<file path="config.mk">
export PLATFORM = sky130hd
export DESIGN_NAME = axis_uart_tx_arbiter
export DESIGN_NICKNAME = d
export VERILOG_FILES = /design/src/rtl/axis_uart_tx_arbiter.sv
export SDC_FILE = /design/constraint.sdc
export NUM_CORES = 1
export LEC_CHECK = 0
export ABC_AREA = 0
export CAP_MARGIN = 15
export CORE_ASPECT_RATIO = 1.2
export CORE_MARGIN = 10
export CORE_UTILIZATION = 50
export DETAILED_ROUTE_END_ITERATION = 16
export GPL_TIMING_DRIVEN = 0
export PLACE_DENSITY = 0.9
export SKIP_CTS_REPAIR_TIMING = 1
export SLEW_MARGIN = 20
export SYNTH_ARGS = -nofsm -noshare
export SYNTH_HDL_FRONTEND = slang
export SYNTH_SLANG_ARGS = --single-unit
</file>
<file path="constraint.sdc">
create_clock -name aclk -period 7 [get_ports aclk]
set_input_delay 2.1 -clock aclk [delete_from_list [all_inputs] [get_ports aclk]]
set_output_delay 2.1 -clock aclk [all_outputs]
set_load 0.01 [all_outputs]
</file>
<file path="src/rtl/axis_uart_tx_arbiter.sv">
// Packet-level round-robin arbiter sharing one axis_uart TX byte stream among NUM_PORTS sources.
// A grant lasts until tlast or MAX_BURST beats, optionally followed by a GAP_CYCLES idle gap.
module axis_uart_tx_arbiter #(
  parameter int NUM_PORTS  = 4,
  parameter int MAX_BURST  = 16,
  parameter int GAP_CYCLES = 0
) (
  input  logic                         aclk,
  input  logic                         arst,
  input  logic [NUM_PORTS*8-1:0]       s_axis_tdata,
  input  logic [NUM_PORTS-1:0]         s_axis_tvalid,
  input  logic [NUM_PORTS-1:0]         s_axis_tlast,
  output logic [NUM_PORTS-1:0]         s_axis_tready,
  output logic [7:0]                   m_axis_tdata,
  output logic                         m_axis_tvalid,
  input  logic                         m_axis_tready,
  output logic                         m_axis_tlast,
  output logic [$clog2(NUM_PORTS)-1:0] grant_port,
  output logic                         busy
);

  localparam int PW = $clog2(NUM_PORTS);
  localparam int BW = $clog2(MAX_BURST + 1);

  typedef enum logic [1:0] {
    ST_IDLE  = 2'd0,
    ST_GRANT = 2'd1,
    ST_GAP   = 2'd2
  } state_t;

  state_t          state_r;
  state_t          state_nxt_s;
  logic [PW-1:0]   grant_r;
  logic [PW-1:0]   pick_s;
  logic [PW-1:0]   idx_s;
  logic            pick_vld_s;
  logic [BW-1:0]   burst_cnt_r;
  logic [15:0]     gap_cnt_r;
  logic            beat_s;
  logic            grant_end_s;

  assign grant_port = grant_r;

  // Round-robin pick: scan downward so the nearest port above grant_r is assigned last and wins.
  always_comb begin
    pick_vld_s = 1'b0;
    pick_s     = grant_r;
    idx_s      = grant_r;
    for (int k = NUM_PORTS; k >= 1; k--) begin
      idx_s = PW'((int'(grant_r) + k) % NUM_PORTS);
      if (s_axis_tvalid[idx_s]) begin
        pick_vld_s = 1'b1;
        pick_s     = idx_s;
      end else begin
        pick_vld_s = pick_vld_s;
      end
    end
  end

  // Beat and end-of-grant detection for the granted port.
  always_comb begin
    beat_s      = (state_r == ST_GRANT) && s_axis_tvalid[grant_r] && m_axis_tready;
    grant_end_s = beat_s && (s_axis_tlast[grant_r] || (burst_cnt_r == BW'(MAX_BURST - 1)));
  end

  // State register.
  always_ff @(posedge aclk or posedge arst) begin
    if (arst) begin
      state_r <= ST_IDLE;
    end else begin
      state_r <= state_nxt_s;
    end
  end

  // Next-state logic.
  always_comb begin
    state_nxt_s = state_r;
    case (state_r)
      ST_IDLE: begin
        if (pick_vld_s) begin
          state_nxt_s = ST_GRANT;
        end else begin
          state_nxt_s = ST_IDLE;
        end
      end
      ST_GRANT: begin
        if (grant_end_s) begin
          state_nxt_s = (GAP_CYCLES > 0) ? ST_GAP : ST_IDLE;
        end else begin
          state_nxt_s = ST_GRANT;
        end
      end
      ST_GAP: begin
        if (gap_cnt_r == 16'd0) begin
          state_nxt_s = ST_IDLE;
        end else begin
          state_nxt_s = ST_GAP;
        end
      end
      default: state_nxt_s = ST_IDLE;
    endcase
  end

  // Grant index, burst counter and gap counter; gap loads GAP_CYCLES-1 so GAP lasts GAP_CYCLES cycles.
  always_ff @(posedge aclk or posedge arst) begin
    if (arst) begin
      grant_r     <= PW'(NUM_PORTS - 1);
      burst_cnt_r <= {BW{1'b0}};
      gap_cnt_r   <= 16'd0;
    end else begin
      case (state_r)
        ST_IDLE: begin
          if (pick_vld_s) begin
            grant_r     <= pick_s;
            burst_cnt_r <= {BW{1'b0}};
          end
        end
        ST_GRANT: begin
          if (beat_s) begin
            burst_cnt_r <= burst_cnt_r + BW'(1);
          end
          if (grant_end_s && (GAP_CYCLES > 0)) begin
            gap_cnt_r <= 16'(GAP_CYCLES - 1);
          end
        end
        ST_GAP: begin
          if (gap_cnt_r != 16'd0) begin
            gap_cnt_r <= gap_cnt_r - 16'd1;
          end
        end
        default: begin
          burst_cnt_r <= {BW{1'b0}};
        end
      endcase
    end
  end

  // Outputs: combinational passthrough of the granted port while in GRANT, quiet otherwise.
  always_comb begin
    s_axis_tready = {NUM_PORTS{1'b0}};
    m_axis_tdata  = 8'h00;
    m_axis_tvalid = 1'b0;
    m_axis_tlast  = 1'b0;
    busy          = (state_r != ST_IDLE);
    if (state_r == ST_GRANT) begin
      m_axis_tdata           = s_axis_tdata[{grant_r, 3'b000} +: 8];
      m_axis_tvalid          = s_axis_tvalid[grant_r];
      m_axis_tlast           = s_axis_tlast[grant_r];
      s_axis_tready[grant_r] = m_axis_tready;
    end else begin
      m_axis_tvalid = 1'b0;
    end
  end

endmodule
</file>
=== Word-level counts from Yosys, hierarchy flattened ===
Index checks and enable logic that the tools add are counted.
Widths: inputs -> output; s select.

* Eq/ne operators: 5
* Reductions and logical operators: 13
* $lt $le $gt $ge: 6
* Add/sub/neg operators: 6
* Mux-type cells: 33
* Shift operators: 1
* Bitwise operators: 2

{| class="wikitable"
|+ Operator list
! kind !! count
|-
| $shiftx 32x6->8 || 1
|-
| $logic_not 16->1 || 1
|-
| $reduce_bool 16->1 || 1
|-
| $sub 16x1->16 const B || 1
|-
| $lt 2x3->1 const B || 5
|-
| $mux 1 || 15
|-
| $pmux 5 s3 || 1
|-
| $bmux 1 s2 || 6
|-
| $mux 2 || 5
|-
| $mux 5 || 2
|-
| $mux 8 || 1
|-
| $pmux 2 s3 || 1
|-
| $reduce_and 3->1 || 2
|-
| $add 5x1->5 const B || 1
|-
| $eq 5x4->1 const B || 1
|-
| $add 2x1->2 const B || 2
|-
| $add 2x2->2 const B || 2
|-
| $and 4x4->4 || 1
|-
| $logic_and 1x1->1 || 4
|-
| $mux 4 || 1
|-
| $ne 2x2->1 const B || 2
|-
| $reduce_bool 4->1 || 1
|-
| $demux 1 s2 || 1
|-
| $eq 2x1->1 const B || 1
|-
| other kinds (7) || 7
|}

* Word-level logic and storage cells: 70
* Input bits: 43
* Flip-flop bits (word level): 25

=== Longest topological paths before layout ===
Gate-level depths: netlist (run 1).

* Depth in word-level cells: 9
* Depth in mapped cells: 8
* Depth with buffers taken out: 6

=== Least setup slack after synthesis (run 1) ===
No wires, ideal clock.

* Kind: input-to-output
* From: input port s_axis_tvalid[3]
* To: output port m_axis_tvalid
* Stages on the path: 2
* Arrival: 2798 ps
* Path buffers: 0
* Data required time: 4900 ps
* Slack: 2102 ps
* Cell sequence: mux4_2 and2_1

* Cells in the longest elaborated chain, start to end: 3

{| class="wikitable"
|+ RTL lines
! element !! RTL line !! RTL
|-
| start, declared || 11 || <nowiki>input logic [NUM_PORTS-1:0] s_axis_tvalid,</nowiki>
|-
| $bmux 1 s2 || 147 || <nowiki>m_axis_tvalid = s_axis_tvalid[grant_r];</nowiki>
|-
| $mux 1 (not written as such) || 147 ||
|-
| $mux 1 || 145 || <nowiki>if (state_r == ST_GRANT) begin</nowiki>
|-
| end, declared || 15 || <nowiki>output logic m_axis_tvalid,</nowiki>
|}

No other way between the ends. The select of a mux whose other input is x is not followed.

=== Final worst setup path (run 1) ===
Ends and elaborated chain as after synthesis.

==> impl_results.md, run 1 <==
- CTS H-tree depth: 1
- CP Launch Type: primary input
- Pint: roughly 0.44 mW
- Routed vias: 1,576
- Dpl cells: between 200 and 300
- DRT Wirelength: 5040 µm
- Synthesis-stage register bit count: 25
- Sw Share: 34.6%
- Power density over the cells: ~270 mW/mm²
- Std-Cell Core Area: around 0.0034 mm²
- GP Congestion: between 0.8 and 0.9
- Switch Pwr: roughly 0.24 mW
- Busiest layer in global routing: met2
- Sequential element share of the synthesized area: a little over a third
- Hold Fails Final Rpt: 0
- # nets final: 283
- RSZ-0062 raised after global routing: no
- Place WS: about 1000 ps
- Synth top area share: a little under a third
- Synth area leader: dfrtp_1
- Final Power: about 0.7 mW
- Leak: a little over 1 nW
- CTS tree: done
- CP arrival: 3920 ps
- Seq pwr share: between 20% and 30%
- Slew @ Worst Pin: around 950 ps
- Slew Viols, Final: 0
- Clk buf depth: 2
- Async set-or-reset flop fraction in the synthesized netlist: 100%
- Post-Layout Cell Count: approximately 270
- Gate Count Post-Synth: between 150 and 200
- CP Class: in -> out
- F_max: between 150 and 200 MHz
- Die Y: approximately 86 µm
- Relative slew slack: 36.8%
- Area contributors post-synth: dfrtp_1 (32%), mux4_2 (15%), xnor2_1 (5.8%)
- Synth Area per Inst: 10.7 µm²
- Area of the die: approximately 0.0064 mm²
- Clock skew: ~11 ps
- DP HPWL: 4160 µm
- Clock slew at reported path FFs: around 80 ps
- Tcrit/Tclk final: 86.0%
- DRT antenna net count: 0
- Initial Util: 52.9%
- DR pass1 iterations: 4
- Post-DR wirelength/cell: approximately 19 µm
- Tmin final: ~6000 ps
- DR vias/cell: between 5 and 6
- PnR worst setup slack: 983 ps
- DRC Markers: 0
- Synth top cells by count: dfrtp_1 (23), mux4_2 (12), xnor2_1 (12)
- Grt met1 use: ~17%
- Worst Setup End Kind: primary output
- Fin Hold WS: 505 ps
- Synth Net Count: 219
- Met3 Use GR: around 5.0%
- Max capacitance violation total: 0
- Min-Delay Path Class: reg -> reg
- Status: finished clean
- Antenna fix cells: 0
- Logic pwr share: approximately three fifths
- Io pins: 60
- Worst Path Required: a little under 5000 ps
- Std cell rows: 23
- Clock network power share: 12.5%
- Count leader, synth: dfrtp_1
- Final instance area: ~0.0025 mm²
- Total track usage: around 15%
- Hold Path Origin: gap_cnt_r[13]
- Grt ovf: 0
- Peak supply drop: between 0.1 and 0.15 mV
- Area Growth Syn to Fin: 37.8%
- Initial antenna violation count: 0
- PortBufs: 59
- Synth Warn #: 0
- Vias in the first global route: 1,602
- Reg2reg setup slack: roughly 4300 ps
- Die width: about 75 µm
- Crit. Startpoint: s_axis_tvalid[3]
- Fill count: 250
- TritonCTS buffer count: 3
- Crit Reg-Reg Startpoint: grant_port[1]
- Placed cell area: 0.00245 mm²
- Fin Setup TNS: 0 ps
- Worst-skew pair later-pin latency: around 270 ps
- Setup violations, final: 0
- First-pass GRT wire length: 7920 µm
- DRT iter0 DRCs: 56
- Core Util, Final: 72.9%
- Largest net degree at the start of global routing: 26
- Library cells used by synthesis: 48
- Clock Sinks: 25
- Cell Area, Synth: about 0.0018 mm²
- Synth Flop Type: dfrtp_1
- Share of post-route cells with drive strength above 1: between 10% and 20%
- Number of flops mapped to enable cells by yosys: 0
- GR Layer Usage met2: 27.7%
- Root Buffer: clkbuf_8
- Crit Path Max Fanout: 8
[worst max-delay path, stage by stage]
cell	delay [ps]
clkdlybuf4s50_1	540
mux4_2	590
and2_1	200
clkdlybuf4s50_1	490
[cells in the final DEF, fill, tap and decap left out, types with 2 or more instances in the layout]
cell type,instances
xor2_1,3
clkbuf_1,5
clkbuf_8,3
nor4_1,6
clkdlybuf4s50_1,59
nand2_1,2
nor3_1,6
nand3_1,7
o2111ai_1,3
dfstp_2,2
nor2_1,9
or4_1,2
xnor2_1,12
o21ai_0,6
inv_1,8
mux4_2,12
mux2i_1,4
nor2b_1,3
o211ai_1,2
ha_1,7
nand2b_1,3
dfrtp_1,23
and3_1,5
or2_2,2
and2_1,10
a21oi_1,3
[worst paths after layout]
check                                  to  cells past startpoint
max                         m_axis_tvalid                      4
min                         gap_cnt_r[13]                      1
max in group asynchronous   gap_cnt_r[11]                      2
min reg2reg                 gap_cnt_r[13]                      1
min in group asynchronous  burst_cnt_r[4]                      2
max reg2reg                 grant_port[0]                      8
[layout make-up]
cell class              count  area, µm²  area share, %
repair buffers             59        591           23.6
clock buffers               3       41.3           1.65
multi-input cells         129       1120           44.9
well taps                  37       46.3           1.85
clock inverters             1       7.51          0.301
plain buffers               7       31.3           1.25
inverters                   8       30.0           1.20
flip-flops and latches     25        628           25.2
[per-layer routing]
metal	wire, µm	part of all wire, %
met1	1840	37
met3	557	11
met2	2610	52
met4	29	0.58
met5	0	0
[power groups by stage]
stage	combinational [mW]	clock (mW)	sequential [mW]
floorplan	0.244	0	0.184
global route	0.450	0.0929	0.186
detailed placement	0.418	0	0.185
global placement	0.405	0	0.184
finish	0.412	0.0852	0.183
CTS	0.419	0.0882	0.182
[state kept, by name, indices dropped and copies added (netlist names)]
| name | flops |
|---|---|
| state_r | 2 |
| gap_cnt_r | 16 |
| burst_cnt_r | 5 |
| grant_port | 2 |
[kinds of logic (layout without fill, tap and decap cells)]
logic type                 Yosys count  in the layout  synth area share, %
and+or+nand+nor                     66             66                 22.8
DFF                                 25             25                 34.7
AOI/OAI and AO/OA                   24             24                 9.32
muxes                               17             17                 17.7
xor gates and xnor gates            15             15                 7.25
buffers and inverters               15             78                 3.38
adders and majority gates            7              7                 4.83
(Power assumes the default switching activity.)
==> run 2, diff against run 1 <==
--- a/config.mk
+++ b/config.mk
@@ -7,7 +7,6 @@
 export LEC_CHECK = 0
 export ABC_AREA = 0
 export CAP_MARGIN = 15
-export CORE_ASPECT_RATIO = 1.2
 export CORE_MARGIN = 10
 export CORE_UTILIZATION = 50
 export DETAILED_ROUTE_END_ITERATION = 16
==> impl_results.md, run 2 (synthesis results as in run 1) <==
- Most common cell on crit path: clkdlybuf4s50_1
- Status: finished clean
- RSZ-0062 raised after global routing: no
- Crit. Startpoint: s_axis_tvalid[3]
- Power density over the cells: 264 mW/mm² (-2.9%)
- CTS tree: done
- Setup violations, final: 0 (unchanged)
- Largest regs: gap_cnt_r: 16 flops, burst_cnt_r: 5 flops
- DR vias/cell: 5.53 (-5.7%)
- # nets final: 283 (unchanged)
- Worst stage delay on the critical path: 580 ps (about the same)
- Root Buffer: clkbuf_4
- Largest net degree at the start of global routing: 26 (unchanged)
- CP arrival: 3890 ps (-30 ps)
- DRT antenna net count: 0 (unchanged)
- Leak: 1.03 nW (-0.65%)
- Die width: 80.2 µm (+7.0%)
- Fin Setup TNS: 0 ps (unchanged)
- DRT iter0 DRCs: 109 (+95%)
- Vias in the first global route: 1,454 (-9.2%)
- Area Growth Syn to Fin: 37.2%
- Crit Reg-Reg Startpoint: grant_port[1]
- Most flops, register: gap_cnt_r
- Clock skew: 4.15 ps (-7.22 ps)
- Post-DR wirelength/cell: 17.5 µm (-6.6%)
- Worst-skew pair later-pin latency: 320 ps (+50 ps)
- CTS H-tree depth: 1 (unchanged)
- Antenna fix cells: 0 (unchanged)
- Tmin final: 5990 ps (-30.8 ps)
- Tcrit/Tclk final: 85.5% (-0.44 points)
- Placed cell area: 0.00246 mm² (+0.46%)
- Die Y: 80.2 µm (-6.7%)
- Crit Path Max Fanout: 8 (unchanged)
- Std cell rows: 21 (-8.7%)
- Total track usage: 14.7% (-0.61 points)
- Final instance area: 0.00249 mm² (-0.45%)
- Crit-path slowest cell: mux4_2
- DP HPWL: 4050 µm (-2.6%)
- F_max: 167 MHz (+0.51%)
- GP Congestion: 0.854 (+1.9%)
- CP Cell Sequence: clkdlybuf4s50_1 -> mux4_2 -> and2_1 -> clkdlybuf4s50_1
- Worst Path Required: 4900 ps (about the same)
- Peak supply drop: 0.162 mV (+21%)
- Share of post-route cells with drive strength above 1: 12.9% (-0.43 points)
- Slew @ Worst Pin: 917 ps (-29.0 ps)
- Commonest non-fill, non-tap cell in the layout: clkdlybuf4s50_1
- Relative slew slack: 38.8% (+1.9 points)
- PortBufs: 59 (unchanged)
- Place WS: 1020 ps (+30.9 ps)
- DRC Markers: 0 (unchanged)
- CP Launch Type: primary input
- Hold Path Origin: burst_cnt_r[4]
- DR pass1 iterations: 5 (+1)
- Clk buf depth: 2 (unchanged)
- Std-Cell Core Area: 0.00342 mm² (-0.26%)
- PnR worst setup slack: 1010 ps (+30.8 ps)
- Commonest non-fill, non-tap cells in the layout: clkdlybuf4s50_1 (59), dfrtp_1 (23), mux4_2 (12), xnor2_1 (12), and2_1 (10)
- Max capacitance violation total: 0 (unchanged)
- CP Class: in -> out
- Min-Delay Path Class: reg -> reg
- Routed vias: 1,536 (-2.5%)
- DRT Wirelength: 4860 µm (-3.5%)
- Clock slew at reported path FFs: 130 ps (+50 ps)
- Clock Sinks: 25 (unchanged)
- Initial Util: 53.0% (+0.14 points)
- Hold Fails Final Rpt: 0 (unchanged)
- Number of flip-flops in the largest register: 16 (unchanged)
- Area of the die: 0.00643 mm² (-0.15%)
- TritonCTS buffer count: 3 (unchanged)
- Grt ovf: 0 (unchanged)
- First-pass GRT wire length: 7650 µm (-3.5%)
- Io pins: 60 (unchanged)
- Initial antenna violation count: 0 (unchanged)
- Slew Viols, Final: 0 (unchanged)
- Worst Setup End Kind: primary output
## run 2: cell types whose count changed in the layout (fill, tap and decap cells not counted), sizes merged
| cell | delta |
|---|---|
| clkbuf | +1 |
| clkinvlp | -1 |
## run 2: area by class of cell
class | count | area (µm²)
Buffer | 7 | 31.3
Sequential cell | 25 | 628
Clock buffer | 4 | 26.3
Tap cell | 46 | 57.6
Fill cell | 241 | 930
Multi-Input combinational cell | 129 | 1120
Inverter | 8 | 30.0
Timing Repair Buffer | 59 | 591
## run 2: worst max-delay path, delay by kind of cell
family / cells / cell delay (ps)
multiplexers: 1 / 580
AND/OR/NAND/NOR: 1 / 180
buffers and inverters: 2 / 1020
## run 2: path summary, 6_finish.rpt
path                       depth (start not counted)  slack [ps]             end
max                                                4        1010   m_axis_tvalid
min                                                1         510  burst_cnt_r[4]
max reg2reg                                        8        4160   grant_port[0]
min reg2reg                                        1         510  burst_cnt_r[4]
max in group asynchronous                          2        4170   gap_cnt_r[14]
min in group asynchronous                          2        2260   gap_cnt_r[12]
## run 2: layer usage
| metal | part of all wire (%) | track usage [%] | up-vias |
|---|---|---|---|
| li1 | - | - | 762 |
| met1 | 43 | 18.8 | 733 |
| met2 | 53 | 25.8 | 37 |
| met3 | 3.7 | 3.01 | 4 |
| met4 | 0.39 | 1.06 | 0 |
| met5 | 0 | 0 | - |
## run 2: per-stage QoR
stage          cells  util (%)  power (mW)  hold slack [ps]
6_report         278      72.8       0.658              507
5_1_grt          278      72.8       0.699              530
4_1_cts          278      72.8       0.664              509
3_5_place_dp     274      72.0       0.602              476
3_3_place_gp     274      72.0       0.591              473
2_1_floorplan    169         -       0.428              456
## run 2: power by group
| part | internal, mW | switching [mW] |
|---|---|---|
| logic | 0.240 | 0.172 |
| registers | 0.165 | 0.0168 |
| clock network | 0.0223 | 0.0416 |
